===== src/rtl/shift_sub_divider_pkg.sv =====
// Shared types and defaults for the shift-subtract divider.
//   div_state_t       : FSM encoding (IDLE, CALC, DONE)
//   DIV_WIDTH_DEFAULT : default operand width
package shift_sub_divider_pkg;

  typedef enum logic [1:0] {IDLE, CALC, DONE} div_state_t;

  localparam int DIV_WIDTH_DEFAULT = 8;

endpackage


===== src/rtl/nbit_subtractor.sv =====
// Combinational W-bit subtractor a_i - b_i with the sign of the result
// exposed separately; the restoring divider uses the sign to decide
// whether a trial subtraction is kept.
//   a_i    : minuend (W bits)
//   b_i    : subtrahend (W bits)
//   diff_o : low W-1 bits of the difference
//   neg_o  : sign bit of the difference (1 = borrow, result negative)
module nbit_subtractor #(
  parameter int W = 9
) (
  input  logic [W-1:0] a_i,
  input  logic [W-1:0] b_i,
  output logic [W-2:0] diff_o,
  output logic         neg_o
);

  logic [W-1:0] full;

  assign full   = a_i - b_i;
  assign diff_o = full[W-2:0];
  assign neg_o  = full[W-1];

endmodule


===== src/rtl/shift_sub_divider.sv =====
// Sequential restoring (shift-subtract) unsigned divider. One quotient bit
// is produced per clock; quotient/remainder are registered and held in DONE.
//   clk         : rising-edge clock
//   rst         : asynchronous active-low reset
//   start       : request, honoured in IDLE or DONE only
//   dividend    : numerator, sampled on the accepting edge
//   divisor     : denominator, sampled on the accepting edge
//   quotient    : result, valid while end_op = 1
//   remainder   : result, valid while end_op = 1
//   busy        : high while iterating
//   end_op      : high in DONE until the next accepted start or reset
//   div_by_zero : high in DONE when the divisor was zero
module shift_sub_divider
  import shift_sub_divider_pkg::*;
#(
  parameter int WIDTH = DIV_WIDTH_DEFAULT
) (
  input  logic             clk,
  input  logic             rst,
  input  logic             start,
  input  logic [WIDTH-1:0] dividend,
  input  logic [WIDTH-1:0] divisor,
  output logic [WIDTH-1:0] quotient,
  output logic [WIDTH-1:0] remainder,
  output logic             busy,
  output logic             end_op,
  output logic             div_by_zero
);

  localparam int CNT_W = $clog2(WIDTH + 1);

  div_state_t       state_q;
  // The partial remainder is always below M after a restore, so its top bit
  // is zero between iterations; only the shifted trial value needs WIDTH+1.
  logic [WIDTH-1:0] a_q;
  logic [WIDTH-1:0] q_q;
  logic [WIDTH-1:0] m_q;
  logic [CNT_W-1:0] cnt_q;

  logic [WIDTH:0]   a_sh_d;
  logic [WIDTH-1:0] q_sh_d;
  logic [WIDTH-1:0] diff_d;
  logic             neg_d;
  logic [WIDTH-1:0] a_d;
  logic [WIDTH-1:0] q_d;

  // {A,Q} << 1
  assign a_sh_d = {a_q, q_q[WIDTH-1]};
  assign q_sh_d = {q_q[WIDTH-2:0], 1'b0};

  nbit_subtractor #(
    .W (WIDTH + 1)
  ) u_sub (
    .a_i    (a_sh_d),
    .b_i    ({1'b0, m_q}),
    .diff_o (diff_d),
    .neg_o  (neg_d)
  );

  // Negative trial result: restore (keep shifted A) and shift in a 0.
  always_comb begin
    a_d = neg_d ? a_sh_d[WIDTH-1:0] : diff_d;
    q_d = {q_sh_d[WIDTH-1:1], ~neg_d};
  end

  always_ff @(posedge clk or negedge rst) begin
    if (!rst) begin
      state_q     <= IDLE;
      a_q         <= '0;
      q_q         <= '0;
      m_q         <= '0;
      cnt_q       <= '0;
      quotient    <= '0;
      remainder   <= '0;
      busy        <= 1'b0;
      end_op      <= 1'b0;
      div_by_zero <= 1'b0;
    end else begin
      case (state_q)
        IDLE, DONE: begin
          if (start) begin
            m_q   <= divisor;
            q_q   <= dividend;
            a_q   <= '0;
            cnt_q <= '0;
            if (divisor == '0) begin
              // Flag rather than trap: saturated quotient, dividend as remainder.
              state_q     <= DONE;
              busy        <= 1'b0;
              end_op      <= 1'b1;
              div_by_zero <= 1'b1;
              quotient    <= '1;
              remainder   <= dividend;
            end else begin
              state_q     <= CALC;
              busy        <= 1'b1;
              end_op      <= 1'b0;
              div_by_zero <= 1'b0;
            end
          end
        end
        CALC: begin
          a_q   <= a_d;
          q_q   <= q_d;
          cnt_q <= cnt_q + CNT_W'(1);
          if (cnt_q == CNT_W'(WIDTH - 1)) begin
            state_q   <= DONE;
            busy      <= 1'b0;
            end_op    <= 1'b1;
            quotient  <= q_d;
            remainder <= a_d;
          end
        end
        default: state_q <= IDLE;
      endcase
    end
  end

endmodule

===== config.mk =====
export PLATFORM = sky130hd
export DESIGN_NAME = shift_sub_divider
export DESIGN_NICKNAME = d
export VERILOG_FILES = /design/src/rtl/shift_sub_divider_pkg.sv /design/src/rtl/nbit_subtractor.sv /design/src/rtl/shift_sub_divider.sv
export SDC_FILE = /design/constraint.sdc
export NUM_CORES = 1
export LEC_CHECK = 0
export ABC_AREA = 1
export CAP_MARGIN = 40
export CELL_PAD_IN_SITES_DETAIL_PLACEMENT = 0
export CELL_PAD_IN_SITES_GLOBAL_PLACEMENT = 1
export CORE_AREA = 3 3 98 100
export CTS_CLUSTER_SIZE = 12
export DETAILED_ROUTE_END_ITERATION = 16
export DIE_AREA = 0 0 101 103
export DONT_BUFFER_PORTS = 1
export GPL_TIMING_DRIVEN = 1
export HOLD_SLACK_MARGIN = 0.03
export PLACE_DENSITY_LB_ADDON = 0.05
export SYNTH_ARGS = -nofsm -noshare
export SYNTH_HDL_FRONTEND = slang
export SYNTH_SLANG_ARGS = --single-unit

===== constraint.sdc =====
create_clock -name clk -period 1.92 [get_ports clk]
set_input_delay 0 -clock clk [delete_from_list [all_inputs] [get_ports clk]]
set_output_delay 0 -clock clk [all_outputs]
set_load 0.03 [all_outputs]

# [Word-level counts from Yosys, hierarchy flattened]
# Index checks and enable logic that the tools add are counted.
[totals] regBits=49 in_bits=19 output_inout_bits=19 wordCells=55
[op_classes] n_addsub=2 eq_ne=6 mux=27 bitwise=1 reduce_logical=9
[ops] operator="8-bit two-way mux" count=9
[ops] operator="8-bit case mux with 2 select lines" count=4
[ops] operator="9-bit by 8-bit subtractor with 9-bit output" count=1
[ops] operator="8-bit logical NOT" count=1
[ops] operator="4-bit case mux with 2 select lines" count=1
[ops] operator="1-bit two-way mux" count=6
[ops] operator="2-bit two-way mux" count=3
[ops] operator="2-bit inequality test (second input constant)" count=3
[ops] operator="2-bit AND reduction" count=3
[ops] operator="4-bit by 1-bit adder with 4-bit output (second input constant)" count=1
[ops] operator="4-bit by 3-bit == test with 1-bit output (second input constant)" count=1
[ops] operator="4-bit two-way mux" count=1
[ops] operator="1-bit case mux with 2 select lines" count=2
[ops] operator="2-bit case mux with 2 select lines" count=1
[ops] operator="4-bit AND reduction" count=1
[ops] operator="3-bit AND reduction" count=1
[ops] operator="2-bit by 1-bit == test with 1-bit output (second input constant)" count=1
[ops] operator="2-bit == test (second input constant)" count=1
[ops] operator="2-bit logical NOT" count=1
[ops] operator="2-bit nonzero test" count=1
[ops] operator="2-bit OR reduction" count=1
[ops] operator="1-bit NOT" count=1

# [Longest topological paths before layout]
# Gate-level depths: netlist of the first run.
[logic_depth] word_depth=4 ltp_mapped=14

# [Modules after synthesis]
# Synthesis of the first run repeated with hierarchy kept, for this count alone.
[unflattened] cells_unflattened=363 area_unflattened_um2=2681.3
[modules_own_cells] mod="shift_sub_divider" n_inst=1 cells_per_inst=279 area_per_inst_um2=2237.1 seq_area_each_um2=1226.2
[modules_own_cells] mod="nbit_subtractor" n_inst=1 cells_per_inst=84 area_per_inst_um2=444.2 seq_area_each_um2=0.0

# [Worst setup path before layout of the first run]
# OpenSTA, ideal clock, no wires.
[synth_path] kind="reg-to-reg" from="register q_q[7]" to="register remainder[7]" setup_time_ps=113 arrival_ps=1709 required_ps=1807 path_slack_ps=98 stages_incl_launch_ff=15 n_path_buf=0 cell_sequence="dfrtp_1 inv_1 ha_1 inv_1 fa_1 nand2_1 nand2_1 nand3_2 nand2_2 nand2_1 nand2_4 nand3_1 nand3_1 nand2_1 inv_1"
[synth_via] elab_chain_len=4
[synth_rtl] item="start, declared" line="shift_sub_divider.sv:36" source="logic [WIDTH-1:0] q_q;"
[synth_rtl] item="start signal, assigned" line="shift_sub_divider.sv:83" source="q_q <= dividend;"
[synth_rtl] item="start signal, assigned" line="shift_sub_divider.sv:104" source="q_q <= q_d;"
[synth_rtl] item="9-bit by 8-bit subtractor with 9-bit output" line="nbit_subtractor.sv:19" source="assign full = a_i - b_i;"
[synth_rtl] item="8-bit two-way mux" line="shift_sub_divider.sv:62" source="a_d = neg_d ? a_sh_d[WIDTH-1:0] : diff_d;"
[synth_rtl] item="8-bit two-way mux" line="shift_sub_divider.sv:106" source="if (cnt_q == CNT_W'(WIDTH - 1)) begin"
[synth_rtl] item="8-bit case mux with 2 select lines" line="shift_sub_divider.sv:79" source="case (state_q)"
[synth_rtl] item="end signal, assigned" line="shift_sub_divider.sv:93" source="remainder <= dividend;"
[synth_rtl] item="end, declared" line="shift_sub_divider.sv:24" source="output logic [WIDTH-1:0] remainder,"
# Every way passes these cells. The select of a mux whose other input is x is not followed.
# A chain may end at the register's enable or synchronous reset.

# [Worst setup path in the final report of the first run]
[layout_path] from="register q_q[7]" to="register remainder[0]"
[layout_via] elab_chain_len=4
[layout_rtl] item="9-bit by 8-bit subtractor with 9-bit output" line="nbit_subtractor.sv:19"
[layout_rtl] item="8-bit two-way mux *" line="shift_sub_divider.sv:62"
[layout_rtl] item="8-bit two-way mux *" line="shift_sub_divider.sv:106"
[layout_rtl] item="8-bit case mux with 2 select lines *" line="shift_sub_divider.sv:79"
# Mark *: on every way between the ends. The rest lies on a longest branch, timed or not. The select of a mux whose other input is x is not followed.

==> reports/results.tsv, run 1 <==
stage	metric	value	unit
run_status	status	completed	
yosys	synth_area	2636	um2
final_layout	final_common_cell	nand2_1	
drt	first_pass_iters	4	
cts	insertion_delay	310	ps
setup_path	r2r_slack	20	ps
final_layout	drive_gt1_frac	0.2418	
floorplanning	ios	38	
drt	wl_per_cell	15.14	um
drt	drtIter0Drc	67	
floorplanning	rows	34	
sta	fin_crit_sh	0.9898	
yosys	synth_area_leaders	dfrtp_1, nand2_1, nand3_1	
setup_path	cp_data_arrival_time	2110	ps
setup_path	worstPathRequired	2130	ps
yosys	synth_cell_types	32	
final_layout	fin_nets	396	
drt	drc	0	
setup_path	path_class	flip-flop to flip-flop	
placed_design	gp_congestion	0.7420	
final_layout	multi_input_area	1448	um2
global_routing	gr-total-overflow	0	
sta	period_needed	1900	ps
final_layout	fillers	906	
yosys	synth_top_area_cell	dfrtp_1	
placed_design	dp_hpwl	5106	um
worst_hold_path	hp-class	input port to flip-flop	
floorplanning	initial_core_util	0.3008	
floorplanning	die_width	101	um
cts	clockBufferDepth	2	
sta	clock.fmax	0.5262	GHz
yosys	synth_top_area_share	0.4651	
setup_path	reg2reg_from	q_q[7]	
floorplanning	die_area	10400	um2
yosys	synthCells	332	
setup_path	crit_start	q_q[7]	
floorplanning	die_y	103	um
final_layout	antennaDiodeCount	0	
sta	slew_viol_final	0	
sta	holdWs	39.25	ps
global_routing	grt_pass1_wl	11600	um
pwr	power.leakage	1.651	nW
global_routing	met3_usage	0.03112	
drt	vias	2192	
sta	relSlewSlack	0.6787	
sta	hold_viol_final	0	
placed_design	portBuffers	0	
setup_path	crit_end	remainder[0]	
sta	setup_viol	0	
sta	rsz0062_at_grt	true	
pwr	power_density	1996	nW/um2
global_routing	first_global_vias	2230	
drt	detail-route-antenna-nets	0	
cts	cts-root-buf	clkbuf_8	
global_routing	grt_use_total	0.1453	
yosys	ys_seq_area_frac	0.4651	
yosys	yosys_warnings	0	
setup_path	reg2reg_depth	14	
drt	drt-total-wl	7208	um
flow_run	cap_violations	0	
cts	clock-sinks	49	
final_layout	syn2layout_area_growth	31.51	%
global_routing	grt.met2_usage	0.2233	
final_layout	mostFrequentLayoutCells	nand2_1, dfrtp_1, inv_1	
floorplanning	core_region_area	8763	um2
global_routing	grtUsageMet1	0.2117	
placed_design	dp_slack	-81.36	ps
yosys	synth_nets	361	
setup_path	cp-end-kind	flip-flop	
cts	numCtsBuffers	5	
pwr	peakVddDrop	646.1	uV
cts	cts_tree	built	
drt	viasPerCell	4.605	
global_routing	busiest_layer	met2	
setup_path	cp_max_fo	5	
global_routing	antenna_found_initial	0	
sta	tightest_slew	481.9	ps
yosys	synth.avg_cell_area	7.941	um2
global_routing	grt_max_degree	50	
setup_path	start_kind	flip-flop	
yosys	ys_ff_latch	49	
setup_path	reg2reg_to	remainder[0]	
sta	setup_slack	19.56	ps
cts	clkTransAtPathRegs	100	ps
cts	cts_max_level	2	
sta	skew	10.74	ps
final_layout	regArea	1226	um2
[flip-flops by register name, indices dropped and copies added (netlist names)]
name	cells
q_q	8
m_q	8
a_q	8
quotient	8
state_q	2
busy	1
end_op	1
cnt_q	4
remainder	8
div_by_zero	1
[worst min-delay path by stage]
stage                     from           end  cells past startpoint
floorplan                  rst        a_q[0]                      0
global placement           rst  remainder[4]                      0
detailed placement         rst  remainder[4]                      0
CTS                 divisor[3]   div_by_zero                      5
global route        divisor[4]   div_by_zero                      5
finish              divisor[3]   div_by_zero                      5
[stage by stage]
step	total power [mW]	setup TNS [ps]	cells	util	cell area [um2]
6_report	6.922	0	476	0.3956	3467
5_1_grt	7.578	-822.4	476	0.3956	3467
4_1_cts	6.653	-7.999	475	0.3805	3334
3_5_place_dp	5.277	-487.5	445	0.3247	2845
3_3_place_gp	5.272	-249.6	445	0.3247	2845
2_1_floorplan	4.317	0	332	-	2636
[layer usage]
metal | wire (um) | vias to the layer above
met2 | 3220 | 37
met1 | 3636 | 1022
met5 | 0 | -
li1 | - | 1129
met3 | 305 | 4
met4 | 46 | 0
[report_power, final]
| part | internal (mW) | total, mW | switching, mW |
|---|---|---|---|
| Sequential | 1.49 | 2.09 | 0.595 |
| Clock | 0.293 | 0.670 | 0.376 |
| Combinational | 1.63 | 4.17 | 2.54 |
[critical path, cell delays in order (launching register included)]
cell and delay (ps):
dfrtp_1 400, inv_2 80, ha_4 130, inv_4 30
fa_2 340, nand2_2 90, nand2_4 60, nand3_4 110
nand2_4 80, nand2_4 130, nand2_8 90, nand3_2 90
nand3_2 80, nand2_1 60, inv_1 30
[cell type report]
type / instances / area share
inverters: 53 / 0.05810
clock buffers: 6 / 0.02382
clock inverters: 2 / 0.003970
flip-flops and latches: 49 / 0.3537
repair buffers: 38 / 0.1039
well taps: 108 / 0.03898
multi-input cells: 220 / 0.4175
[Yosys cell counts (all sizes together)]
library cell,number
nand2,86
inv,53
dfrtp,49
nand3,41
nor2,28
o21ai,15
a21oi,10
ha,9
buf,8
or2,8
a31oi,6
clkbuf,3
o221ai,3
o211ai,2
o22ai,2
xor2,2
a211oi,1
fa,1
nand4,1
nor4,1
o211a,1
o32ai,1
xnor2,1
[repair_timing]
| action | 4_1_cts | 5_1_grt |
|---|---|---|
| pin swaps | 12 | 11 |
| gates resized for setup | 34 | 19 |
| hold buffers | 18 | 0 |
| buffers inserted | 3 | 1 |
| endpoints found under the hold margin | 72 | 0 |
| endpoints found under the setup margin | 14 | 18 |
| cloned | 1 | 0 |
[logic make-up (layout without fill, tap and decap cells)]
kind of cell,Yosys count,after routing,share of synthesized area
AOI/OAI and AO/OA,41,41,0.09777
xor gates and xnor gates,3,3,0.009969
adders and majority gates,10,10,0.05031
buffers and inverters,64,99,0.09777
DFF,49,49,0.4651
and+or+nand+nor,165,166,0.2791
(Power assumes the default switching activity.)
==> run 2: changes to the inputs <==
--- a/config.mk
+++ b/config.mk
@@ -9,10 +9,10 @@
 export CAP_MARGIN = 40
 export CELL_PAD_IN_SITES_DETAIL_PLACEMENT = 0
 export CELL_PAD_IN_SITES_GLOBAL_PLACEMENT = 1
-export CORE_AREA = 3 3 98 100
+export CORE_AREA = 4 4 99 101
 export CTS_CLUSTER_SIZE = 12
 export DETAILED_ROUTE_END_ITERATION = 16
-export DIE_AREA = 0 0 101 103
+export DIE_AREA = 0 0 103 105
 export DONT_BUFFER_PORTS = 1
 export GPL_TIMING_DRIVEN = 1
 export HOLD_SLACK_MARGIN = 0.03
==> run 2 against run 1 <==
Sequential share of layout area grew 0.090 points. Count of clock-buffer cells in the layout shrank 1. Final cell count grew 0.63%. Cell area shrank 0.25%. Wire length grew 4.2%.
==> reports/results.tsv, run 2 (synthesized netlist as in run 1, its figures left out) <==
stage	metric	value	unit
cts	insertion_delay	310	ps
setup_path	reg2reg_from	q_q[7]	
floorplanning	initial_core_util	0.2922	
global_routing	grt_pass1_wl	11770	um
setup_path	path_class	flip-flop to flip-flop	
floorplanning	core_region_area	9021	um2
sta	fin_crit_sh	0.9989	
drt	detail-route-antenna-nets	0	
final_layout	antennaDiodeCount	0	
pwr	power_density	2033	nW/um2
setup_path	crit_start	q_q[7]	
final_layout	fillers	940	
cts	numCtsBuffers	5	
sta	clock.fmax	0.5214	GHz
setup_path	r2r_slack	2	ps
setup_path	crit_end	a_q[7]	
placed_design	dp_hpwl	5395	um
placed_design	dp_slack	-70.77	ps
global_routing	gr-total-overflow	0	
final_layout	syn2layout_area_growth	31.18	%
sta	relSlewSlack	0.7205	
pwr	power.leakage	1.659	nW
floorplanning	rows	35	
final_layout	mostFrequentLayoutCells	nand2_1, dfrtp_1, inv_1	
worst_hold_path	worstHoldStart	divisor[4]	
worst_hold_path	hp-class	input port to flip-flop	
cts	clkTransAtPathRegs	90	ps
flow_run	cap_violations	0	
floorplanning	die_area	10820	um2
setup_path	cp-end-kind	flip-flop	
setup_path	cp_max_fo	8	
global_routing	grt_use_total	0.1407	
drt	drt-total-wl	7508	um
sta	setup_viol	0	
sta	tightest_slew	418.8	ps
setup_path	start_kind	flip-flop	
sta	rsz0062_at_grt	true	
cts	cts_tree	built	
cts	cts_max_level	2	
final_layout	final_common_cell	nand2_1	
run_status	status	completed	
global_routing	first_global_vias	2218	
drt	wl_per_cell	15.67	um
setup_path	reg2reg_depth	13	
global_routing	antenna_found_initial	0	
setup_path	cp_data_arrival_time	2110	ps
placed_design	portBuffers	0	
cts	cts-root-buf	clkbuf_8	
drt	drtIter0Drc	92	
sta	skew	13.23	ps
setup_path	reg2reg_to	a_q[7]	
drt	first_pass_iters	4	
pwr	total_power	7.030	mW
floorplanning	ios	38	
sta	holdWs	36.83	ps
global_routing	grt_max_degree	50	
floorplanning	die_width	103	um
sta	period_needed	1918	ps
placed_design	gp_congestion	0.7916	
drt	drc	0	
floorplanning	die_y	105	um
final_layout	drive_gt1_frac	0.2364	
setup_path	worstPathRequired	2110	ps
pwr	peakVddDrop	688.2	uV
drt	viasPerCell	4.685	
final_layout	fin_nets	396	
sta	slew_viol_final	0	
cts	clockBufferDepth	2	
drt	vias	2244	
cts	clock-sinks	49	
sta	hold_viol_final	0	
sta	setup_slack	2.089	ps
-- run 2: timing repair --
item | CTS | global route
setup buffers | 0 | 1
hold endpoints to repair | 72 | 0
cloned | 0 | 1
pin swaps | 3 | 18
gates resized for setup | 10 | 40
hold buffers | 18 | 0
endpoints found under the setup margin | 9 | 18
-- run 2: area by class of cell --
class,instances,area [um2],area share
multi-input cells,220,1418,0.4099
flip-flops and latches,49,1226,0.3546
repair buffers,38,364.1,0.1053
inverters,53,198.9,0.05753
well taps,111,138.9,0.04016
clock buffers,5,68.82,0.01990
clock inverters,3,43.79,0.01266
-- run 2: routing by layer --
metal  global-route usage  vias up  part of all wire
met3              0.02804        7             0.045
met2               0.2085       60              0.45
met5                    0        -                 0
met1               0.2096     1047              0.50
met4              0.03145        0            0.0081
li1                     -     1130                 -
-- run 2: how the worst min path moves through the flow --
stage / endpoint / slack [ps] / cells past startpoint
after floorplan: a_q[0] / -300 / 0
after global placement: a_q[7] / -290 / 0
after detailed placement: remainder[7] / -290 / 0
after CTS: div_by_zero / 30 / 5
after global routing: div_by_zero / 60 / 5
final: div_by_zero / 40 / 5
-- run 2: critical path, cell delays in order, from the launching register on --
cell	delay, ps
dfrtp_1	400
inv_2	90
ha_4	130
inv_2	40
fa_2	360
nand2_2	90
nand2_4	60
nand3_4	100
nand2_4	80
nand2_4	100
nand2_8	110
nand3_4	90
buf_6	90
o211ai_1	70
-- run 2: where the power goes --
part           switching [mW]  internal, mW
Sequential              0.601          1.49
Combinational            2.57          1.59
Clock                   0.386         0.391
Total                    3.56          3.47
-- run 2: stage by stage --
step           setup TNS, ps    util  instance area (um2)  cells
2_1_floorplan              0       -                 2636    332
3_3_place_gp          -130.8  0.3183                 2872    451
3_5_place_dp          -364.5  0.3183                 2872    451
4_1_cts                    0  0.3577                 3227    477
5_1_grt                -1159  0.3834                 3458    479
6_report                   0  0.3834                 3458    479
